<file path="config.mk">
export PLATFORM = sky130hd
export DESIGN_NAME = usb_rx_ctrl
export DESIGN_NICKNAME = d
export VERILOG_FILES = /design/src/rtl/usb_phy_pkg.sv /design/src/rtl/usb_rx_byte_asm.sv /design/src/rtl/usb_rx_ctrl.sv
export SDC_FILE = /design/constraint.sdc
export NUM_CORES = 1
export LEC_CHECK = 0
export BUFFER_PORTS_ARGS = -buffer_cell sky130_fd_sc_hd__buf_2
export CORE_MARGIN = 4
export CORE_UTILIZATION = 50
export CTS_CLUSTER_DIAMETER = 150
export DETAILED_ROUTE_END_ITERATION = 12
export PLACE_DENSITY = 0.75
export RECOVER_POWER = 100
export SETUP_SLACK_MARGIN = 0.5
export SLEW_MARGIN = 5
export SYNTH_ARGS = -nofsm -noshare
export SYNTH_HDL_FRONTEND = slang
export SYNTH_SLANG_ARGS = --single-unit
</file>
<file path="constraint.sdc">
create_clock -name clk -period 1.8 [get_ports clk]
set_input_delay 0.36 -clock clk [delete_from_list [all_inputs] [get_ports clk]]
set_output_delay 0.36 -clock clk [all_outputs]
set_load 0.03 [all_outputs]
</file>
<file path="src/rtl/usb_phy_pkg.sv">
// usb_phy_pkg: shared definitions for the USB PHY receive path.
//   rx_state_e     - receive sequencer state encoding
//   STUFF_LIMIT    - longest legal run of decoded 1s inside a packet
//   MAX_PKT_BYTES  - longest legal packet, PID through CRC
package usb_phy_pkg;

    typedef enum logic [2:0] {
        ST_IDLE     = 3'd0,
        ST_DATA     = 3'd1,
        ST_EOP1     = 3'd2,
        ST_EOP2     = 3'd3,
        ST_WAIT_EOP = 3'd4
    } rx_state_e;

    localparam int STUFF_LIMIT   = 6;
    localparam int MAX_PKT_BYTES = 1027;

endpackage

</file>
<file path="src/rtl/usb_rx_byte_asm.sv">
// usb_rx_byte_asm: assembles unstuffed bits (LSB first) into bytes.
// Ports:
//   clk, reset     - clock, synchronous active-high reset
//   start          - clear shift register, bit count and length (SYNC accept)
//   accept         - controller state allows bits to be assembled
//   us_bit         - unstuffed bit from the unstuffer
//   us_valid       - unstuffer shift enable
//   drop           - packet is being aborted this cycle; do not deliver
//   overflow       - a byte is completing while rx_len is already MAX_BYTES
//   bit_cnt_zero   - no partial byte is pending
//   rx_data        - last delivered byte
//   rx_valid       - one-cycle pulse, rx_data valid
//   rx_len         - number of bytes delivered in this packet
module usb_rx_byte_asm
    import usb_phy_pkg::*;
#(
    parameter int MAX_BYTES = MAX_PKT_BYTES,
    parameter int LEN_W     = 11
) (
    input  logic             clk,
    input  logic             reset,
    input  logic             start,
    input  logic             accept,
    input  logic             us_bit,
    input  logic             us_valid,
    input  logic             drop,
    output logic             overflow,
    output logic             bit_cnt_zero,
    output logic [7:0]       rx_data,
    output logic             rx_valid,
    output logic [LEN_W-1:0] rx_len
);

    logic [7:0] shreg;
    logic [2:0] bit_cnt;
    logic       shift_en;
    logic       byte_done;
    logic [7:0] next_byte;

    assign shift_en     = us_valid & accept;
    assign byte_done    = shift_en & (bit_cnt == 3'd7);
    assign overflow     = byte_done & (rx_len == LEN_W'(MAX_BYTES));
    assign bit_cnt_zero = (bit_cnt == 3'd0);
    // Wire order is LSB first, so new bits enter at the MSB and move down.
    assign next_byte    = {us_bit, shreg[7:1]};

    always_ff @(posedge clk) begin
        if (reset) begin
            shreg    <= '0;
            bit_cnt  <= '0;
            rx_data  <= '0;
            rx_valid <= 1'b0;
            rx_len   <= '0;
        end else begin
            rx_valid <= 1'b0;
            if (start) begin
                shreg   <= '0;
                bit_cnt <= '0;
                rx_len  <= '0;
            end else if (shift_en) begin
                shreg   <= next_byte;
                bit_cnt <= bit_cnt + 3'd1;  // wraps to 0 on the eighth bit
                if (byte_done && !overflow && !drop) begin
                    rx_data  <= next_byte;
                    rx_valid <= 1'b1;
                    rx_len   <= rx_len + LEN_W'(1);
                end
            end
        end
    end

endmodule

</file>
<file path="src/rtl/usb_rx_ctrl.sv">
// usb_rx_ctrl: receive-path sequencer between the NRZI decoder and the
// packet layer. Hunts SYNC, gates the bit unstuffer, assembles bytes,
// detects EOP and flags stuff, framing and length errors.
// Ports:
//   clk, reset           - clock, synchronous active-high reset
//   bit_strobe           - one pulse per USB bit time
//   dec_bit, se0         - decoded bit and SE0 flag, valid with bit_strobe
//   us_enable            - data_enable to the unstuffer (combinational)
//   us_bit, us_valid     - unstuffer output bit and shift enable
//   rx_active            - packet in progress (SYNC accept to EOP/abort)
//   rx_data, rx_valid    - delivered byte and its one-cycle strobe
//   rx_eop, rx_error     - one-cycle end-of-packet / abort pulses
//   rx_len               - bytes delivered in the current/last packet
//   dbg_state            - current sequencer state
// Handshake: rx_valid/rx_eop/rx_error are single-cycle strobes with no
// back-pressure; the consumer must take rx_data in the cycle rx_valid is 1.
module usb_rx_ctrl
    import usb_phy_pkg::*;
#(
    parameter int SYNC_MIN_ZEROS = 5,
    parameter int MAX_BYTES      = MAX_PKT_BYTES,
    parameter int LEN_W          = 11
) (
    input  logic             clk,
    input  logic             reset,
    input  logic             bit_strobe,
    input  logic             dec_bit,
    input  logic             se0,
    output logic             us_enable,
    input  logic             us_bit,
    input  logic             us_valid,
    output logic             rx_active,
    output logic [7:0]       rx_data,
    output logic             rx_valid,
    output logic             rx_eop,
    output logic             rx_error,
    output logic [LEN_W-1:0] rx_len,
    output rx_state_e        dbg_state
);

    localparam logic [2:0] SYNC_MIN  = 3'(SYNC_MIN_ZEROS);
    localparam logic [2:0] ONES_LIM  = 3'(STUFF_LIMIT);

    rx_state_e  state, state_next;
    logic [2:0] zero_cnt;
    logic [2:0] ones_cnt;
    logic       seen_se0;       // WAIT_EOP: SE0 already observed
    logic       sync_hit;
    logic       err_next;
    logic       eop_next;
    logic       overflow;
    logic       bit_cnt_zero;
    logic       accept;

    assign us_enable = bit_strobe & ~se0 & (state == ST_DATA);
    assign rx_active = (state != ST_IDLE);
    assign dbg_state = state;
    // EOP1 still accepts bits: the unstuffer's last shift_en lags its strobe.
    assign accept    = (state == ST_DATA) | (state == ST_EOP1);

    always_comb begin
        state_next = state;
        sync_hit   = 1'b0;
        err_next   = 1'b0;
        eop_next   = 1'b0;
        case (state)
            ST_IDLE: begin
                if (bit_strobe && !se0 && dec_bit && zero_cnt >= SYNC_MIN) begin
                    state_next = ST_DATA;
                    sync_hit   = 1'b1;
                end
            end
            ST_DATA: begin
                if (overflow) begin
                    err_next   = 1'b1;
                    state_next = ST_WAIT_EOP;
                end else if (bit_strobe) begin
                    if (se0) begin
                        state_next = ST_EOP1;
                    end else if (dec_bit && ones_cnt == ONES_LIM) begin
                        err_next   = 1'b1;
                        state_next = ST_WAIT_EOP;
                    end
                end
            end
            ST_EOP1: begin
                if (overflow) begin
                    err_next   = 1'b1;
                    state_next = ST_WAIT_EOP;
                end else if (bit_strobe) begin
                    if (se0) begin
                        state_next = ST_EOP2;
                    end else begin
                        err_next   = 1'b1;
                        state_next = ST_WAIT_EOP;
                    end
                end
            end
            ST_EOP2: begin
                if (bit_strobe && !se0) begin
                    state_next = ST_IDLE;
                    eop_next   = bit_cnt_zero;
                    err_next   = ~bit_cnt_zero;
                end
            end
            ST_WAIT_EOP: begin
                if (bit_strobe && !se0 && seen_se0) begin
                    state_next = ST_IDLE;
                end
            end
            default: state_next = ST_IDLE;
        endcase
    end

    always_ff @(posedge clk) begin
        if (reset) begin
            state    <= ST_IDLE;
            zero_cnt <= '0;
            ones_cnt <= '0;
            seen_se0 <= 1'b0;
            rx_eop   <= 1'b0;
            rx_error <= 1'b0;
        end else begin
            state    <= state_next;
            rx_eop   <= eop_next;
            rx_error <= err_next;

            if (state != ST_IDLE) begin
                zero_cnt <= '0;
            end else if (bit_strobe) begin
                if (se0 || dec_bit) begin
                    zero_cnt <= '0;
                end else if (zero_cnt != 3'd7) begin
                    zero_cnt <= zero_cnt + 3'd1;
                end
            end

            if (sync_hit) begin
                ones_cnt <= '0;
            end else if (state == ST_DATA && bit_strobe && !se0) begin
                if (!dec_bit) begin
                    ones_cnt <= '0;
                end else if (ones_cnt != 3'd7) begin
                    ones_cnt <= ones_cnt + 3'd1;
                end
            end

            if (state != ST_WAIT_EOP) begin
                seen_se0 <= 1'b0;
            end else if (bit_strobe && se0) begin
                seen_se0 <= 1'b1;
            end
        end
    end

    usb_rx_byte_asm #(
        .MAX_BYTES (MAX_BYTES),
        .LEN_W     (LEN_W)
    ) u_byte_asm (
        .clk          (clk),
        .reset        (reset),
        .start        (sync_hit),
        .accept       (accept),
        .us_bit       (us_bit),
        .us_valid     (us_valid),
        .drop         (err_next),
        .overflow     (overflow),
        .bit_cnt_zero (bit_cnt_zero),
        .rx_data      (rx_data),
        .rx_valid     (rx_valid),
        .rx_len       (rx_len)
    );

endmodule
</file>
==> results.cfg, run 1 <==
[outcome]
status = complete, but fails checks
violations = setup timing

[synth]
ys_warn_count = 0
async_flop_share_pct = 0
synth-seq-cells = 42
synth.top_cell.area_share_pct = 40.5
yosys-top-cells-count = dfxtp_1, a21oi_1, nor2_1, mux2i_1, nand2_1
ys.flop_type = dfxtp_1
synth_area_per_cell_sq_um = 8.58
synth_nets = 259
ys_seq_area_share_pct = 40.5
synth_cell_types = 43
synthTopCellsByArea = dfxtp_1, mux2i_1, ha_1
synth_most_common_cell = dfxtp_1
netlist_area_sq_um = 2080
syn_inst = 242
synth-edff-count = 0
synth_area_leader_cell = dfxtp_1

[timing]
worst_pin_slew_ns = 0.472
setup_viol_count_final = 3
fin_crit_ns = 1.84
setup_slack_ns = -0.0433
drv_slew = 0
clock.fmax_mhz = 542
setup_tns_ns = -0.0662
rsz0062_at_grt = yes
min_period_over_period_pct = 102
finClkSkew_ns = 0.00940
slew_headroom_pct = 68.5
hold_viol = 0

[placed_design]
place_area_sq_um = 2600
hpwl_um = 3540
pre_cts_slack_ns = 0.00120
io_buffers = 33
gp_congestion = 0.863
dpl.cell_count = 333

[worst_setup_path]
cp.required_ns = 2.04
crit_cells = 8
critPathSlowestCell = dfxtp_2
r2r-start = u_byte_asm.bit_cnt[0]$_SDFFE_PP0P_
r2r-end = u_byte_asm.rx_data[5]$_SDFFE_PP0P_
cp_data_arrival_time_ns = 2.08
rr_worst_depth = 8
path_buf_inv = 2
cp-end-kind = register
cpPeakStageDelay_ns = 0.36
crit_path_start_kind = register
path_cells = ha_4 > ha_4 > inv_2 > a211oi_4 > and3_2 > buf_4 > nand3_1 > a21oi_1
crit_fanout = 8
crit_family = simple AND/OR/NAND/NOR gates
crit_type = reg -> reg
r2r_slack_ns = -0.04
cp_common_cell = ha_4

[floorplanning]
die_x_um = 72.5
core_sq_um = 4000
ios = 34
num_rows = 23
initial_utilization_pct = 51.9
die_h_um = 72.5
die_area_sq_um = 5250

[power_and_ir_drop]
powerDensity_nw_per_um2 = 689
vdd_drop_max_mv = 0.579
leakagePower_nw = 1.21
p_total_w = 0.00235

[final_layout]
nNetsFinal = 331
drive_gt1_share_pct = 53.3
antenna_cells = 0
syn_to_final_growth_pct = 64.2
final_cells = 365
finalInstanceArea_sq_um = 3410

[drt]
drtIter0Drc = 248
final_antenna_net_count = 0
drtPass1Iterations = 5
avgViaCountPerCell = 6.18
drt-total-wl_um = 7450
wire_per_inst_um = 20.4
drc = 0
vias = 2254

[clocking]
cts_tree = built
clkTransAtPathRegs_ns = 0.09
cts.htree.levels = 2
clockBufferDepth = 2
clkLatencyLatePin_ns = 0.31
cts_sinks = 42
cts_hold_buf = 0
cts_inserted_buffers = 5
cts-root-buf = clkbuf_8

[min_path]
min_to = u_byte_asm.shreg[7]$_SDFFE_PP0P_
hp-start = us_bit
hp-class = in -> reg
whs_path_depth = 3

[grt]
grt_pass1_vias = 2036
grt_usage_pct = 25.0
grt_start_max_net_pins = 20
antenna_found_initial = 0
grt_pass1_wl_um = 10200
grt_remaining_overflow = 0

[job]
cap_violations = 0
## routing by layer
| metal | global-route usage, % | vias up | part of all wire, % |
|---|---|---|---|
| li1 | - | 1012 | - |
| met2 | 42.5 | 116 | 51 |
| met4 | 8.40 | 0 | 2.0 |
| met1 | 31.5 | 1109 | 41 |
| met3 | 5.54 | 17 | 6.2 |
| met5 | 0 | - | 0 |
## worst reg2reg max path: stages, from the launching register on
cell	delay, ns
dfxtp_2	0.36
ha_4	0.14
ha_4	0.13
inv_2	0.04
a211oi_4	0.26
and3_2	0.34
buf_4	0.20
nand3_1	0.12
a21oi_1	0.19
## kinds of logic (layout without fill, tap and decap cells)
logic type	count (synthesis)	after routing	synth area share (%)
AO/OA/AOI/OAI	52	52	15.7
XOR/XNOR	1	1	0.422
multiplexers	14	14	6.75
buffers and inverters	25	98	4.82
adder cells (fa/ha/maj)	10	10	6.02
AND/OR/NAND/NOR	98	98	25.8
flip-flops	42	42	40.5
## through the flow
step           hold slack [ns]  utilization (%)
6_report                 0.334             85.2
5_1_grt                  0.358             85.2
2_1_floorplan            0.443                -
3_3_place_gp             0.452             65.0
4_1_cts                  0.345             77.8
3_5_place_dp             0.463             65.0
## state kept, by name, summed over array words and instances (netlist names)
register	count
u_byte_asm.rx_len	11
u_byte_asm.bit_cnt	3
dbg_state	3
u_byte_asm.rx_data	8
u_byte_asm.rx_valid	1
rx_eop	1
seen_se0	1
zero_cnt	3
rx_error	1
ones_cnt	3
u_byte_asm.shreg	7
## worst max path at each step
stage / start / endpoint / slack [ns]
after global placement: se0 / dbg_state[0]$_SDFFE_PP0P_ / 0.0003
after floorplan: u_byte_asm.bit_cnt[1]$_SDFFE_PP0P_ / u_byte_asm.rx_len[8]$_SDFFE_PP0P_ / 0.04
after CTS: dbg_state[1]$_SDFFE_PP0P_ / us_enable / 0.09
after global routing: u_byte_asm.bit_cnt[1]$_SDFFE_PP0P_ / u_byte_asm.rx_data[5]$_SDFFE_PP0P_ / -0.11
after detailed placement: u_byte_asm.bit_cnt[1]$_SDFFE_PP0P_ / u_byte_asm.rx_len[8]$_SDFFE_PP0P_ / 0.001
final: u_byte_asm.bit_cnt[0]$_SDFFE_PP0P_ / u_byte_asm.rx_data[5]$_SDFFE_PP0P_ / -0.04
## report_power, final
group | switching [W] | internal [W]
Combinational | 0.000360 | 0.000353
Clock | 0.000376 | 0.000273
Sequential | 0.0000357 | 0.000949
Total | 0.000772 | 0.00158
## timing repair
item,CTS,global route
gates cloned,1,0
setup buffers,13,10
pin swaps,20,8
resized for setup,72,50
setup endpoints to repair,47,50
## cell type report
class                           count  area, sq um
Clock buffer                        5         68.8
Clock inverter                      3         21.3
Fill cell                         206          591
Inverter                           12         47.5
Multi-Input combinational cell    175         1700
Sequential cell                    42          873
Tap cell                           50         62.6
Timing Repair Buffer               78          636
## cells in the final DEF, fill, tap and decap left out, types with 9 or more instances in the layout
cell and n:
nand3_1 11, o21ai_0 12, nor2_4 11, dfxtp_2 14, nor2_1 9, buf_6 19, nand2_1 13, buf_2 11
clkbuf_1 13, buf_4 29, dfxtp_1 24, a21oi_1 17, inv_1 9
(Power assumes the default switching activity.)
==> run 2: changes to the inputs <==
SETUP_SLACK_MARGIN = 0.2   (was 0.5)
==> results.cfg, run 2 (synthesized netlist as in run 1, its figures left out) <==
[outcome]
status = complete, but fails checks
violations = setup timing

[worst_setup_path]
cp_data_arrival_time_ns = 2.10
crit_path_start_kind = register
crit_type = reg -> reg
cpPeakStageDelay_ns = 0.49
cp-end-kind = register
crit_fanout = 4
path_cells = ha_4 > ha_4 > inv_2 > a211oi_4 > nand4_2 > or4_1 > a21oi_1
cp_common_cell = ha_4
critPathSlowestCell = or4_1
cp.required_ns = 2.03

[clocking]
cts_sinks = 42
cts.htree.levels = 2
clkTransAtPathRegs_ns = 0.09
cts_hold_buf = 0
cts_inserted_buffers = 5
cts-root-buf = clkbuf_8
clkLatencyLatePin_ns = 0.30
cts_tree = built
clockBufferDepth = 2

[final_layout]
final_common_cell = dfxtp_1
reg.largest.list = u_byte_asm.rx_len (11), u_byte_asm.rx_data (8), u_byte_asm.shreg (7)
largest_register_ffs = 11
top_register = u_byte_asm.rx_len
finalInstanceArea_sq_um = 2950
antenna_cells = 0
syn_to_final_growth_pct = 42.0
fin_util_pct = 73.7
final_cell_mix = dfxtp_1, clkbuf_1, buf_4, a21oi_1
final_cells = 352
nNetsFinal = 318
drive_gt1_share_pct = 38.4

[floorplanning]
initial_utilization_pct = 51.9
num_rows = 23
core_sq_um = 4000
die_area_sq_um = 5250
die_h_um = 72.5
ios = 34
die_x_um = 72.5

[power_and_ir_drop]
vdd_drop_max_mv = 0.466
powerDensity_nw_per_um2 = 703
leakagePower_nw = 1.02

[drt]
drt-total-wl_um = 5700
drc = 0
avgViaCountPerCell = 5.85
drtPass1Iterations = 4
drtIter0Drc = 177
wire_per_inst_um = 16.2
vias = 2058
final_antenna_net_count = 0

[min_path]
hp-class = in -> reg

[timing]
slew_headroom_pct = 59.4
fin_crit_ns = 1.87
hold_viol = 0
finClkSkew_ns = 0.0135
worst_hold_slack_ns = 0.339
worst_pin_slew_ns = 0.600
setup_viol_count_final = 9
min_period_over_period_pct = 104
drv_slew = 0
setup_slack_ns = -0.0674
rsz0062_at_grt = yes
clock.fmax_mhz = 536

[placed_design]
pre_cts_slack_ns = -0.0439
dpl.cell_count = 335
hpwl_um = 3600
place_area_sq_um = 2580
gp_congestion = 0.849
io_buffers = 33

[grt]
grt_pass1_vias = 1875
antenna_found_initial = 0
grt_pass1_wl_um = 8730
grt_start_max_net_pins = 20
grt_remaining_overflow = 0
grt_usage_pct = 20.6

[job]
cap_violations = 0
==> run 2: changes by cell type in the layout (fill, tap and decap cells not counted), sizes merged <==
| cell | delta |
|---|---|
| inv | +1 |
| buf | -26 |
| clkinv | -2 |
| clkbuf | +13 |
| clkinvlp | +1 |
==> run 2: worst paths after layout <==
path	start	end	slack, ns	depth (start not counted)
worst max-delay path	u_byte_asm.bit_cnt[1]$_SDFFE_PP0P_	u_byte_asm.rx_len[8]$_SDFFE_PP0P_	-0.07	7
worst min-delay path	us_bit	u_byte_asm.rx_data[7]$_SDFFE_PP0P_	0.34	3
worst max register to register	u_byte_asm.bit_cnt[1]$_SDFFE_PP0P_	u_byte_asm.rx_len[8]$_SDFFE_PP0P_	-0.07	7
worst min register to register	u_byte_asm.rx_data[5]$_SDFFE_PP0P_	u_byte_asm.rx_data[5]$_SDFFE_PP0P_	0.48	2
==> run 2: worst max-delay path, delay by kind of cell (launching register included) <==
family | cells | cell delay, ns
AO/OA/AOI/OAI | 2 | 0.46
adder cells (fa/ha/maj) | 2 | 0.27
buffers and inverters | 1 | 0.04
flip-flops | 1 | 0.37
AND/OR/NAND/NOR | 2 | 0.66
==> run 2: power by group <==
part           leakage [nW]  total, W  internal (W)  switching (W)
logic                 0.637  0.000469      0.000217       0.000252
registers             0.347  0.000978      0.000947      0.0000312
clock network        0.0408  0.000627      0.000277       0.000349
total                  1.02   0.00207       0.00144       0.000633
==> run 2: routing by layer <==
layer  up-vias  global-route usage, %  wire length [um]
li1        990                      -                 -
met1      1008                   26.1              2430
met2        50                   35.9              2950
met3        10                   3.60               242
met4         0                   5.94                89
met5         -                      0                 0
==> run 2: metrics by stage <==
| step | setup TNS (ns) | total power (W) |
|---|---|---|
| finish | -0.312 | 0.00207 |
| CTS | 0 | 0.00200 |
| floorplan | 0 | 0.00125 |
| global route | -2.80 | 0.00215 |
| global placement | 0 | 0.00136 |
| detailed placement | -0.194 | 0.00136 |
==> run 2: layout make-up <==
cell class | instances | area, sq um
Multi-Input combinational cell | 175 | 1440
Fill cell | 286 | 1050
Sequential cell | 42 | 865
Timing Repair Buffer | 65 | 445
Clock buffer | 5 | 68.8
Tap cell | 50 | 62.6
Inverter | 12 | 45.0
Clock inverter | 3 | 23.8
==> run 2: what timing repair did <==
item	in CTS	in global routing
cloned	0	3
endpoints found under the setup margin	37	40
pin swaps	8	21
setup buffers	2	4
resized for setup	17	52
